[src/rtl/cla_adder_pipe.sv]
// Pipelined carry-lookahead adder/subtractor: one GROUP-bit lookahead group per stage, with
// operand and result skew registers so the full sum word leaves aligned, under valid/ready flow.
module cla_adder_pipe #(
  parameter int unsigned WIDTH = 16,
  parameter int unsigned GROUP = 4
) (
  input  logic             clk,
  input  logic             rst_n,
  input  logic             in_valid,
  output logic             in_ready,
  input  logic [WIDTH-1:0] a,
  input  logic [WIDTH-1:0] b,
  input  logic             cin,
  input  logic             sub,
  output logic             out_valid,
  input  logic             out_ready,
  output logic [WIDTH-1:0] sum,
  output logic             cout,
  output logic             ovf
);

  localparam int unsigned NG = WIDTH / GROUP;

  // One lookahead group: every internal carry is a flat sum of products of g, p and the
  // group carry-in, so no carry ripples through the group.
  function automatic logic [GROUP:0] cla_group(input logic [GROUP-1:0] x,
                                               input logic [GROUP-1:0] y,
                                               input logic             ci);
    logic [GROUP-1:0] p;
    logic [GROUP-1:0] g;
    logic [GROUP:0]   c;
    logic             term;
    p    = x ^ y;
    g    = x & y;
    c    = '0;
    c[0] = ci;
    for (int i = 0; i < int'(GROUP); i++) begin
      term = ci;
      for (int j = 0; j <= i; j++) term = term & p[j];
      c[i+1] = term;
      for (int j = 0; j <= i; j++) begin
        term = g[j];
        for (int m = j + 1; m <= i; m++) term = term & p[m];
        c[i+1] = c[i+1] | term;
      end
    end
    return {c[GROUP], p ^ c[GROUP-1:0]};
  endfunction

  // Stage k keeps the full operand words (upper groups still pending), the sum word with
  // groups 0..k filled in, and its group carry-out.
  logic [WIDTH-1:0] a_q   [NG];
  logic [WIDTH-1:0] be_q  [NG];
  logic [WIDTH-1:0] sum_q [NG];
  logic             c_q   [NG];
  logic             v_q   [NG];

  logic [WIDTH-1:0] a_d   [NG];
  logic [WIDTH-1:0] be_d  [NG];
  logic [WIDTH-1:0] sum_d [NG];
  logic             c_d   [NG];
  logic             v_d   [NG];
  logic             cin_s [NG];
  logic [GROUP:0]   grp   [NG];

  logic advance;

  assign advance  = !v_q[NG-1] || out_ready;
  assign in_ready = advance;

  always_comb begin
    a_d[0]   = a;
    be_d[0]  = sub ? ~b : b;
    cin_s[0] = sub ? 1'b1 : cin;
    sum_d[0] = '0;
    v_d[0]   = in_valid;
    for (int k = 1; k < int'(NG); k++) begin
      a_d[k]   = a_q[k-1];
      be_d[k]  = be_q[k-1];
      cin_s[k] = c_q[k-1];
      sum_d[k] = sum_q[k-1];
      v_d[k]   = v_q[k-1];
    end
    for (int k = 0; k < int'(NG); k++) begin
      grp[k] = cla_group(a_d[k][k*GROUP +: GROUP], be_d[k][k*GROUP +: GROUP], cin_s[k]);
      sum_d[k][k*GROUP +: GROUP] = grp[k][GROUP-1:0];
      c_d[k] = grp[k][GROUP];
    end
  end

  always_ff @(posedge clk or negedge rst_n) begin
    if (!rst_n) begin
      for (int k = 0; k < int'(NG); k++) begin
        a_q[k]   <= '0;
        be_q[k]  <= '0;
        sum_q[k] <= '0;
        c_q[k]   <= 1'b0;
        v_q[k]   <= 1'b0;
      end
    end else if (advance) begin
      for (int k = 0; k < int'(NG); k++) begin
        a_q[k]   <= a_d[k];
        be_q[k]  <= be_d[k];
        sum_q[k] <= sum_d[k];
        c_q[k]   <= c_d[k];
        v_q[k]   <= v_d[k];
      end
    end
  end

  assign out_valid = v_q[NG-1];
  assign sum       = sum_q[NG-1];
  assign cout      = c_q[NG-1];
  assign ovf       = (a_q[NG-1][WIDTH-1] == be_q[NG-1][WIDTH-1]) &&
                     (sum_q[NG-1][WIDTH-1] != a_q[NG-1][WIDTH-1]);

endmodule

[config.mk]
export PLATFORM = sky130hd
export DESIGN_NAME = cla_adder_pipe
export DESIGN_NICKNAME = d
export VERILOG_FILES = /design/src/rtl/cla_adder_pipe.sv
export SDC_FILE = /design/constraint.sdc
export NUM_CORES = 1
export LEC_CHECK = 0
export ABC_AREA = 0
export CAP_MARGIN = 20
export CELL_PAD_IN_SITES_DETAIL_PLACEMENT = 0
export CELL_PAD_IN_SITES_GLOBAL_PLACEMENT = 1
export CORE_MARGIN = 3
export CORE_UTILIZATION = 40
export CTS_BUF_LIST = sky130_fd_sc_hd__clkbuf_2 sky130_fd_sc_hd__clkbuf_4 sky130_fd_sc_hd__clkbuf_8
export DETAILED_ROUTE_END_ITERATION = 10
export GPL_ROUTABILITY_DRIVEN = 0
export GPL_TIMING_DRIVEN = 0
export HOLD_SLACK_MARGIN = 0.15
export PLACE_DENSITY = 0.8
export SKIP_CTS_REPAIR_TIMING = 1
export SYNTH_ARGS = -nofsm -noshare
export SYNTH_HDL_FRONTEND = slang
export SYNTH_SLANG_ARGS = --single-unit
[constraint.sdc]
create_clock -name clk -period 1.74 [get_ports clk]
set_input_delay 0.348 -clock clk [delete_from_list [all_inputs] [get_ports clk]]
set_output_delay 0.348 -clock clk [all_outputs]
set_load 0.03 [all_outputs]
==> impl_metrics.csv <==
group,metric,value,unit
worst_setup_path,cp.arrival,1.97,ns
place,io_buffers,56,
yosys,synth_area_per_cell,9.452,um^2
run_status,outcome,"finished clean",
global_routing,gr-total-overflow,0,
global_routing,grt_max_degree,72,
worst_setup_path,path_max_fanout,10,
route,post-route-drc-count,0,
worst_setup_path,crit_path_start,"sub",
sta,hold_ws,0.3145,ns
yosys,synth.top_cells.by_count,"213 x nand2_1, 98 x dfrtp_1, 20 x ha_1",
sta,setup_viol,0,
sta,period_minus_slack,1.709,ns
layout,nets,601,
sta,relSlewSlack,65.99,%
yosys,async_reset_ff_share,100.0,%
yosys,syn_inst,467,
job,drv_cap,0,
route,drtAntennaViolNets,0,
global_routing,grt_pass1_wl,16.11,mm
sta,tightestPinTransition,0.5102,ns
floorplanning,die_y,111.1,um
route,wirelength,9.463,mm
yosys,synth_largest_area_cell,"dfrtp_1",
floorplanning,fp.dieW,111.1,um
worst_setup_path,crit_required,2.00,ns
clocking,clock-sinks,98,
sta,finalCritPeriodShare,98.20,%
global_routing,grt_pass1_vias,3272,
route,drt-pass1-iter-count,4,
power_and_ir_drop,power_density,1671,nW/um^2
worst_setup_path,slowest_delay,0.31,ns
place,place_inst,660,
floorplanning,fp.coreArea,10510,um^2
yosys,syn_nets,529,
sta,finClkSkew,0.01105,ns
worst_setup_path,crit_path_start_kind,"input pin",
power_and_ir_drop,ir_drop,0.5292,mV
layout,fill_cells,1012,
yosys,synth-main-ff-cell,"dfrtp_1",
power_and_ir_drop,total_leakage_power,2.947,nW
layout,diodes,0,
clocking,cts_tree,"yes",
yosys,synth_area,4414,um^2
clocking,clk_latency,0.36,ns
yosys,synth_edf_count,0,
floorplanning,die_area,12330,um^2
worst_setup_path,path_common_cell,"buf_12",
place,dp_hpwl,6.870,mm
layout,area_growth,24.40,%
route,viasPerCell,4.743,
route,num_vias,3225,
worst_setup_path,path_class,"input pin to flip-flop",
worst_setup_path,critPathSlowestCell,"or3_1",
route,drtIter0Drc,115,
floorplanning,pin_count,58,
worst_setup_path,r2r_start,"be_d[36]",
clocking,path_clk_slew,0.09,ns
global_routing,track_usage,16.27,%
yosys,synth_seq_cells,98,
floorplanning,initial_core_util,42.01,%
worst_setup_path,crit_family,"adder cells",
min_path,hold_class,"input pin to flip-flop",
worst_setup_path,crit_chain,"buf_12, buf_12, xor2_2, ha_1, ha_2, o211a_1, or3_1, a31o_1",
sta,fmax,0.5852,GHz
yosys,synth_area_leaders,"dfrtp_1 56%, nand2_1 18%, ha_1 5.7%, xnor2_1 2.4%, o21ai_0 2.2%",
route,wire_per_inst,13.92,um
global_routing,antenna_found_initial,0,
worst_setup_path,end_kind,"flip-flop",
layout,fin_cells,680,
clocking,clockRootBuffer,"clkbuf_8",
clocking,cts_max_path_buffers,2,
layout,drive_gt1_share,9.191,%
clocking,cts_buffers,9,
yosys,synth_most_common_cell,"nand2_1",
yosys,synth_warnings,0,
worst_setup_path,worst-path-buf-inv,2,
clocking,htreeDepth,3,
min_path,worstHoldStart,"sub",
sta,finalHoldViolCount,0,
yosys,ys_seq_area_share,55.56,%
yosys,synth_top_area_share,55.56,%
floorplanning,rows,37,
sta,drv_slew,0,
sta,rsz0062_at_grt,"true",
yosys,synth.distinct_cells,27,
metrics by stage:
stage	setup WS [ns]	setup TNS (ns)	power (mW)	util (%)	area, um^2
6_report	0.03127	0	9.175	52.26	5492
5_1_grt	-0.01770	-0.01895	9.958	52.26	5492
4_1_cts	-0.8225	-1.868	9.290	51.41	5403
3_5_place_dp	-0.7596	-2.377	7.802	49.53	5205
3_3_place_gp	-3.358	-330.59	7.674	49.29	5180
2_1_floorplan	-0.2537	-0.4174	6.456	-	4449
registers in the layout, indices dropped and copies added, names as in the netlist:
name	cells
a_d	24
be_d	24
sum_d	24
sum	16
c_q	3
v_d	3
a_q	1
be_q	1
cout	1
out_valid	1
layer usage:
layer	global-route usage (%)	share of wire [%]	vias to the layer above
met5	0	0	-
met4	5.515	1.7	0
met3	2.948	2.7	12
met2	26.25	47	47
met1	22.27	48	1543
li1	-	-	1623
cells in the final DEF, fill, tap and decap left out, types with 6 or more instances in the layout:
cell type,netlist,routed
nand2_1,213,213
dfrtp_1,98,98
clkdlybuf4s50_1,0,32
dlymetal6s2s_1,0,21
o21ai_0,19,19
ha_1,20,16
buf_4,9,12
xnor2_1,12,12
o21a_1,10,10
inv_1,9,9
nor2_1,9,9
buf_2,9,9
clkbuf_8,0,9
xor2_1,8,7
nor3_1,6,6
o31ai_1,6,6
a21oi_1,6,6
power by group:
part / switching, mW / total [mW] / internal (mW) / leakage (nW)
sequential: 0.559 / 3.85 / 3.29 / 1.18
clock: 0.793 / 1.48 / 0.687 / 0.104
combinational: 2.21 / 3.84 / 1.63 / 1.67
total: 3.56 / 9.17 / 5.61 / 2.95
kinds of logic after synthesis:
| family | after synthesis | share of synthesized area, % |
|---|---|---|
| compound gates | 55 | 8.277 |
| xor+xnor | 20 | 3.968 |
| fa+ha+maj | 24 | 7.483 |
| buf+inv | 33 | 3.826 |
| flops | 98 | 55.56 |
| simple gates | 237 | 20.89 |
worst register-to-register path, cell delays in order, from the launching register on:
cell and delay, ns:
dfrtp_1 0.39, ha_1 0.31, ha_2 0.19, o211a_1 0.21, or3_1 0.31, a31o_1 0.18
final timing paths:
check	end	slack, ns	cells after the start
worst max-delay path	sum_d[35]	0.03	8
worst min-delay path	be_d[47]	0.31	3
worst max register to register	sum_d[23]	0.05	5
worst min register to register	sum_d[7]	0.46	2
max in group asynchronous	a_d[25]	0.63	3
min in group asynchronous	be_d[46]	0.44	2
layout make-up:
type / count / area [um^2] / area share (%)
Sequential cell: 98 / 2452 / 44.66
Multi-Input combinational cell: 336 / 1810 / 32.97
Timing Repair Buffer: 62 / 668.1 / 12.17
Tap cell: 136 / 170.2 / 3.099
Buffer: 22 / 152.6 / 2.780
Clock buffer: 10 / 131.4 / 2.392
Clock inverter: 6 / 66.31 / 1.208
Inverter: 10 / 40.04 / 0.7291
No activity file was read; power rests on OpenSTA's default activity.
